==> src/rtl/seq_stage_ctrl.sv <==
// Stage sequencer for the sequential Y86-64 core: owns the PC, walks each instruction
// through six one-cycle stages and stops the machine on halt, bad opcode or address error.
module seq_stage_ctrl #(
   parameter logic [63:0] RESET_PC = 64'd0
) (
   input  logic        clk,
   input  logic        rst_n,
   input  logic        start,
   input  logic [3:0]  iCode,
   input  logic        imem_error,
   input  logic        dmem_error,
   input  logic        cnd,
   input  logic [63:0] valP,
   input  logic [63:0] valC,
   input  logic [63:0] valM,
   output logic [63:0] PC,
   output logic        fetch_en,
   output logic        decode_en,
   output logic        exec_en,
   output logic        mem_en,
   output logic        wb_en,
   output logic [2:0]  stat,
   output logic        halted,
   output logic [63:0] instr_count
);

   typedef enum logic [2:0] {
      S_IDLE, S_FETCH, S_DECODE, S_EXECUTE, S_MEMORY, S_WRITEBACK, S_PCUPD, S_STOP
   } state_t;

   localparam logic [2:0] STAT_AOK = 3'd1;
   localparam logic [2:0] STAT_HLT = 3'd2;
   localparam logic [2:0] STAT_ADR = 3'd3;
   localparam logic [2:0] STAT_INS = 3'd4;

   localparam logic [3:0] IC_HALT = 4'h0;
   localparam logic [3:0] IC_JXX  = 4'h7;
   localparam logic [3:0] IC_CALL = 4'h8;
   localparam logic [3:0] IC_RET  = 4'h9;
   localparam logic [3:0] IC_MAX  = 4'hB;

   state_t      state_q, state_d;
   logic [63:0] pc_q, pc_d;
   logic [63:0] count_q, count_d;
   logic [2:0]  stat_q, stat_d;
   logic        cnd_q, cnd_d;
   logic [4:0]  stb_q, stb_d;
   logic [63:0] next_pc;

   always_comb begin
      unique case (iCode)
         IC_CALL: next_pc = valC;
         IC_JXX:  next_pc = cnd_q ? valC : valP;
         IC_RET:  next_pc = valM;
         default: next_pc = valP;
      endcase
   end

   // NOTE: every output of this block gets a default first, so no path can infer a latch.
   always_comb begin
      state_d = state_q;
      pc_d    = pc_q;
      count_d = count_q;
      stat_d  = stat_q;
      cnd_d   = cnd_q;
      unique case (state_q)
         S_IDLE:    if (start) state_d = S_FETCH;
         S_FETCH: begin
            if (imem_error) begin
               stat_d  = STAT_ADR;
               state_d = S_STOP;
            end else if (iCode > IC_MAX) begin
               stat_d  = STAT_INS;
               state_d = S_STOP;
            end else if (iCode == IC_HALT) begin
               stat_d  = STAT_HLT;
               state_d = S_STOP;
            end else begin
               state_d = S_DECODE;
            end
         end
         S_DECODE:  state_d = S_EXECUTE;
         S_EXECUTE: begin
            cnd_d   = cnd;
            state_d = S_MEMORY;
         end
         S_MEMORY: begin
            if (dmem_error) begin
               stat_d  = STAT_ADR;
               state_d = S_STOP;
            end else begin
               state_d = S_WRITEBACK;
            end
         end
         S_WRITEBACK: state_d = S_PCUPD;
         S_PCUPD: begin
            pc_d    = next_pc;
            count_d = count_q + 64'd1;
            state_d = S_FETCH;
         end
         default:   state_d = S_STOP;
      endcase
   end

   // Strobes come straight from flops keyed on the next state, so they never glitch.
   always_comb begin
      stb_d = 5'b00000;
      unique case (state_d)
         S_FETCH:     stb_d = 5'b10000;
         S_DECODE:    stb_d = 5'b01000;
         S_EXECUTE:   stb_d = 5'b00100;
         S_MEMORY:    stb_d = 5'b00010;
         S_WRITEBACK: stb_d = 5'b00001;
         default:     stb_d = 5'b00000;
      endcase
   end

   // NOTE: state registers use non-blocking assignments so all flops update from pre-edge values.
   always_ff @(posedge clk or negedge rst_n) begin
      if (!rst_n) begin
         state_q <= S_IDLE;
         pc_q    <= RESET_PC;
         count_q <= 64'd0;
         stat_q  <= STAT_AOK;
         cnd_q   <= 1'b0;
         stb_q   <= 5'b00000;
      end else begin
         state_q <= state_d;
         pc_q    <= pc_d;
         count_q <= count_d;
         stat_q  <= stat_d;
         cnd_q   <= cnd_d;
         stb_q   <= stb_d;
      end
   end

   assign PC          = pc_q;
   assign instr_count = count_q;
   assign stat        = stat_q;
   assign halted      = (state_q == S_STOP);
   assign {fetch_en, decode_en, exec_en, mem_en, wb_en} = stb_q;

endmodule

==> config.mk <==
export PLATFORM = sky130hd
export DESIGN_NAME = seq_stage_ctrl
export DESIGN_NICKNAME = d
export VERILOG_FILES = /design/src/rtl/seq_stage_ctrl.sv
export SDC_FILE = /design/constraint.sdc
export NUM_CORES = 1
export LEC_CHECK = 0
export BUFFER_PORTS_ARGS = -buffer_cell sky130_fd_sc_hd__buf_2
export CAP_MARGIN = 20
export CORE_AREA = 2 2 130 132
export CTS_BUF_LIST = sky130_fd_sc_hd__clkbuf_4 sky130_fd_sc_hd__clkbuf_8
export DETAILED_ROUTE_END_ITERATION = 10
export DIE_AREA = 0 0 132 134
export PLACE_DENSITY = 0.71
export SYNTH_ARGS = -nofsm -noshare
export SYNTH_HDL_FRONTEND = slang
export SYNTH_SLANG_ARGS = --single-unit
export TNS_END_PERCENT = 30
==> constraint.sdc <==
create_clock -name clk -period 2.04 [get_ports clk]
set_input_delay 0 -clock clk [delete_from_list [all_inputs] [get_ports clk]]
set_output_delay 0 -clock clk [all_outputs]
set_load 0.005 [all_outputs]
Word-level counts from Yosys, hierarchy flattened
Index checks and enable logic that the tools add are counted.

Add/sub/neg operators: 1. Magnitude comparators: 1. Eq/ne operators: 17. Muxes and demuxes: 14. Reduce and logical (&&, ||, !) cells: 4.

Operator list (number): 64-bit one-hot mux with 3 select lines (1); 64-bit by 1-bit adder with 64-bit output (second input constant) (1); 64-bit two-way mux (1); 5-bit one-hot mux with 5 select lines (1); 3-bit two-way mux (8); 3-bit one-hot mux with 7 select lines (1); 3-bit equality test (second input constant) (6); 3-bit by 2-bit equality test with 1-bit output (second input constant) (4); 4-bit equality test (second input constant) (2); 3-bit by 1-bit equality test with 1-bit output (second input constant) (2); 3-bit one-hot mux with 2 select lines (1); 4-bit by 3-bit equality test with 1-bit output (second input constant) (1); 4-bit greater-than comparator (second input constant) (1); 4-bit logical NOT (1); 4-bit != test (second input constant) (1); 3-bit logical NOT (1); 3-bit AND reduction (1); 2-bit two-way mux (1); 2-bit != test (second input constant) (1); 2-bit nonzero test (1).

Register bits after elaboration: 140.

Logic depth before layout (Yosys ltp)
Word-level depth: 7. Mapped depth: 7.

Least setup slack after synthesis
Ideal clock, no wire load.

Path kind: register -> register. Start point: register count_q[0], in the netlist instr_count[0]. End point: register count_q[56], in the netlist instr_count[56]. Setup time: 79 ps. Data arrival time: 1677 ps. Data required time: 1961 ps. Setup slack: 283 ps. Cell stages (with the launch flop): 7. Path buffers: 0. Period minus slack after synthesis: 1757 ps. Cells stage by stage: dfrtp_1 ha_1 nand3_1 nor4_4 nand4_1 nor3_1 xor2_1.

Word-level cells in the longest chain between the ends: 1.

RTL lines: start: declaration (RTL line 44) `logic [63:0] count_q, count_d;`; start signal: assignment (RTL line 130) `count_q <= count_d;`; 64-bit by 1-bit adder with 64-bit output (RTL line 98) `count_d = count_q + 64'd1;`.

Every way passes these cells. A chain may end at the register's enable or synchronous reset.

Worst setup path after layout
Start point: register state_q[0]. End point: register pc_q[62], in the netlist PC[62].

Word-level cells in the longest chain between the ends: 1.

RTL lines: start: declaration (RTL line 42) `state_t state_q, state_d;`; start signal: assignment (RTL line 128) `state_q <= state_d;`; 3-bit equality test (RTL line 66) `unique case (state_q)`; end signal: assignment (RTL line 129) `pc_q <= pc_d;`; end: declaration (RTL line 43) `logic [63:0] pc_q, pc_d;`.

Every way passes these cells.

==> impl_summary.txt <==
----------------------------------------------------
[Final layout]
  Most frequent standard cell in the layout excluding fill and tap cells ... sky130_fd_sc_hd__buf_2
  Core utilization of the finished layout ... 68.9%
  Fraction of final layout cells sized beyond drive strength 1 ... 34.2%
  Post-layout nets ... 1439
  Layout area overhead ... 66.7%
  Finished layout cell area ... 0.0112 mm²
  Commonest cells after routing, fill and taps aside ... sky130_fd_sc_hd__buf_2, sky130_fd_sc_hd__dlygate4sd3_1, sky130_fd_sc_hd__dfrtp_1

[Logic synthesis]
  Total nets after synthesis ... 900
  Number of enable-type register cells in the synthesized netlist ... 0
  Mapped Avg Cell Area ... 9.66 µm²
  Count of state elements after synthesis ... 140
  Gate count of the mapped netlist ... 697
  Leading cell types by total area after synthesis ... sky130_fd_sc_hd__dfrtp_1, sky130_fd_sc_hd__a221oi_1, sky130_fd_sc_hd__nand2_1, sky130_fd_sc_hd__nor2_1, sky130_fd_sc_hd__a21oi_1
  Total of warnings raised by yosys ... 0
  Most common flop cell mapped by yosys ... sky130_fd_sc_hd__dfrtp_1
  Top-area cell type share of the netlist area ... 51.7%
  Post-synthesis instance area ... 0.00673 mm²
  Cell taking the most area after synthesis ... sky130_fd_sc_hd__dfrtp_1
  Async set-reset flop share out of synthesis ... 100%
  Sequential-to-total area share from yosys stat ... 52.1%
  Cell variety after synth ... 39

[Timing]
  Shortest clock period the worst path allows after layout ... 2.01 ns
  Count of endpoints failing hold in the final timing report ... 0
  Tcrit/Tclk final ... 98.6%
  Headroom to the max-slew limit ... 51.3%
  Setup repair after global routing missed its margin ... true
  Count of endpoints failing setup in the final report ... 0
  Worst Max-Slew Pin Slew ... 0.731 ns
  Final Max Slew Viols ... 0
  Post-Route Skew ... 0.0149 ns
  Fmax ... 497 MHz

[Drt]
  Post-route DRC ... 0
  Count of nets left with antenna violations after detail routing ... 0
  Via count of the routed design ... 8594
  Routed length per placed instance ... 21.2 µm
  Routed vias/inst ... 5.81
  DRT Wirelength ... 31.4 mm
  Detailed Routing Iterations Pass 1 ... 7
  Iteration-0 DRC Markers ... 777

[Hold path]
  Hold/Removal Path Class ... in2async

[Pwr]
  Leakage power of the design ... 5.31 nW
  Cell area power density ... 909 mW/mm²
  Worst IR drop on VDD ... 0.000644 V

[Setup path]
  Flop2flop setup slack ... 0.03 ns
  Critical-path cell list ... nand3b_1, buf_4, a221oi_1, a21oi_1, dlygate4sd3_1
  CP Data Arrival Time ... 2.36 ns
  RR Endpoint ... PC[62]
  Buffering stage count on the worst path with inverters included ... 2
  Kind of start point of the critical path ... register
  Path type of the worst setup path ... reg2reg
  Largest stage delay on the critical path ... 0.56 ns
  Slowest cell on the critical path ... sky130_fd_sc_hd__dlygate4sd3_1
  Startpoint of the lowest-slack register-to-register path ... state_q[0]
  Worst-path maximum fanout ... 25
  Setup crit end kind ... register
  Required time of the critical path ... 2.39 ns
  CP top delay family ... buffers and inverters
  Worst reg-to-reg path cell count ... 5

[Floorplanning]
  Starting density of the core ... 41.3%
  Area of the core ... 0.0163 mm²
  DIE WIDTH ... 132 µm
  Die outline height ... 134 µm
  Die Outline Area ... 0.0177 mm²
  Count of boundary I/O pins ... 339
  Row Count ... 47

[Clock network]
  Total clock sinks ... 140
  CTS buffer count ... 17
  TritonCTS clock tree ... built
  Worst-path clk slew ... 0.09 ns
  Master cell of the clock root buffer ... sky130_fd_sc_hd__clkbuf_8
  Clock network latency to the later pin of the worst-skew pair ... 0.46 ns
  H-tree depth ... 4
  Clock buffer depth ... 2

[Global routing]
  Maximum number of pins on one net before global-route repair ... 69
  Global-route total usage across every layer ... 34.8%
  Initial antenna violation count ... 8
  Total gr overflow ... 0
  Wire length of the first global-routing pass ... 47.2 mm
  Vias in the first global route ... 8779

[Placed design]
  Post-placement cell area ... 0.00878 mm²
  Count of port buffers added during placement ... 338
  Post-DP HPWL ... 16.8 mm
  Routability Congestion ... 0.849

[Flow run]
  Max_cap viols ... 0

[Run status]
  Result of the run ... complete, no violations

----------------------------------------------------
## repair_timing
item,CTS,global route
endpoints found under the setup margin,0,22
buffers inserted,0,1
gates resized for setup,0,10
hold buffers,200,0
endpoints found under the hold margin,213,0
## synth_stat cells, types with 6 or more instances
master / count
sky130_fd_sc_hd__nor3_1: 18
sky130_fd_sc_hd__nor3_2: 7
sky130_fd_sc_hd__nor4_1: 6
sky130_fd_sc_hd__a221oi_1: 64
sky130_fd_sc_hd__nor2_1: 94
sky130_fd_sc_hd__xor2_1: 32
sky130_fd_sc_hd__nand3_1: 23
sky130_fd_sc_hd__nand2_1: 97
sky130_fd_sc_hd__nand4_1: 21
sky130_fd_sc_hd__inv_1: 13
sky130_fd_sc_hd__and3_1: 8
sky130_fd_sc_hd__a21oi_1: 69
sky130_fd_sc_hd__clkbuf_1: 35
sky130_fd_sc_hd__xnor2_1: 31
sky130_fd_sc_hd__dfrtp_1: 139
## kinds of logic (layout without fill, tap and decap cells)
family	Yosys count	count (layout)	synth area share, %
multiplexers	1	1	0.167
XOR/XNOR	63	63	8.20
other	0	9	0
adder cells (fa/ha/maj)	1	1	0.186
flip-flops	140	140	52.1
buffers and inverters	51	603	2.97
AO/OA/AOI/OAI	143	143	14.6
AND/OR/NAND/NOR	298	298	21.8
## how the worst max path moves through the flow
stage | slack (ns) | cells after the start | to | start
global route | -0.05 | 4 | PC[51] | state_q[0]
CTS | 0.02 | 6 | PC[62] | cnd_q
detailed placement | 0.05 | 7 | instr_count[36] | instr_count[1]
floorplan | 0.28 | 6 | instr_count[56] | instr_count[0]
finish | 0.03 | 5 | PC[62] | state_q[0]
global placement | 0.09 | 7 | instr_count[55] | instr_count[0]
## cell type report
type | instances | area, µm²
fillers | 1200 | 5070
repair buffers | 558 | 3910
flip-flops and latches | 140 | 3510
multi-input cells | 506 | 3100
clock buffers | 25 | 313
well taps | 220 | 275
inverters | 13 | 48.8
clock inverters | 7 | 42.5
diodes | 9 | 22.5
## routing by layer
layer | wire [µm] | GRT usage (%)
met5 | 13 | 0
met3 | 3750 | 15.0
met4 | 2910 | 28.8
met2 | 14000 | 53.6
met1 | 10700 | 37.4
## power breakdown
| group | total [mW] | switching [mW] | leakage, nW | internal [mW] |
|---|---|---|---|---|
| sequential | 4.13 | 0.565 | 1.74 | 3.56 |
| combinational | 3.97 | 2.26 | 3.38 | 1.71 |
| clock | 2.10 | 1.10 | 0.195 | 0.999 |
## sequential cells by signal, indices dropped and copies added (netlist names)
register / count
PC: 64
cnd_q: 1
instr_count: 64
stat: 3
state_q: 3
stb_q: 5
## through the flow
| stage | setup TNS, ns | cells | hold WS, ns | total power, mW | setup slack, ns |
|---|---|---|---|---|---|
| floorplan | 0 | 697 | -0.296 | 5.61 | 0.283 |
| detailed placement | 0 | 1236 | -0.0623 | 7.29 | 0.0538 |
| global route | -0.117 | 1474 | 0.0510 | 10.7 | -0.0469 |
| global placement | 0 | 1236 | -0.0628 | 7.20 | 0.0897 |
| CTS | 0 | 1468 | 0.0160 | 9.68 | 0.0163 |
| finish | 0 | 1478 | 0.0289 | 10.2 | 0.0286 |
## worst register-to-register path, delay by kind of cell (launching register included)
family,cells,cell delay [ns]
compound gates,2,0.36
buf+inv,2,0.87
flops,1,0.38
simple gates,1,0.29
(Power assumes the default switching activity.)
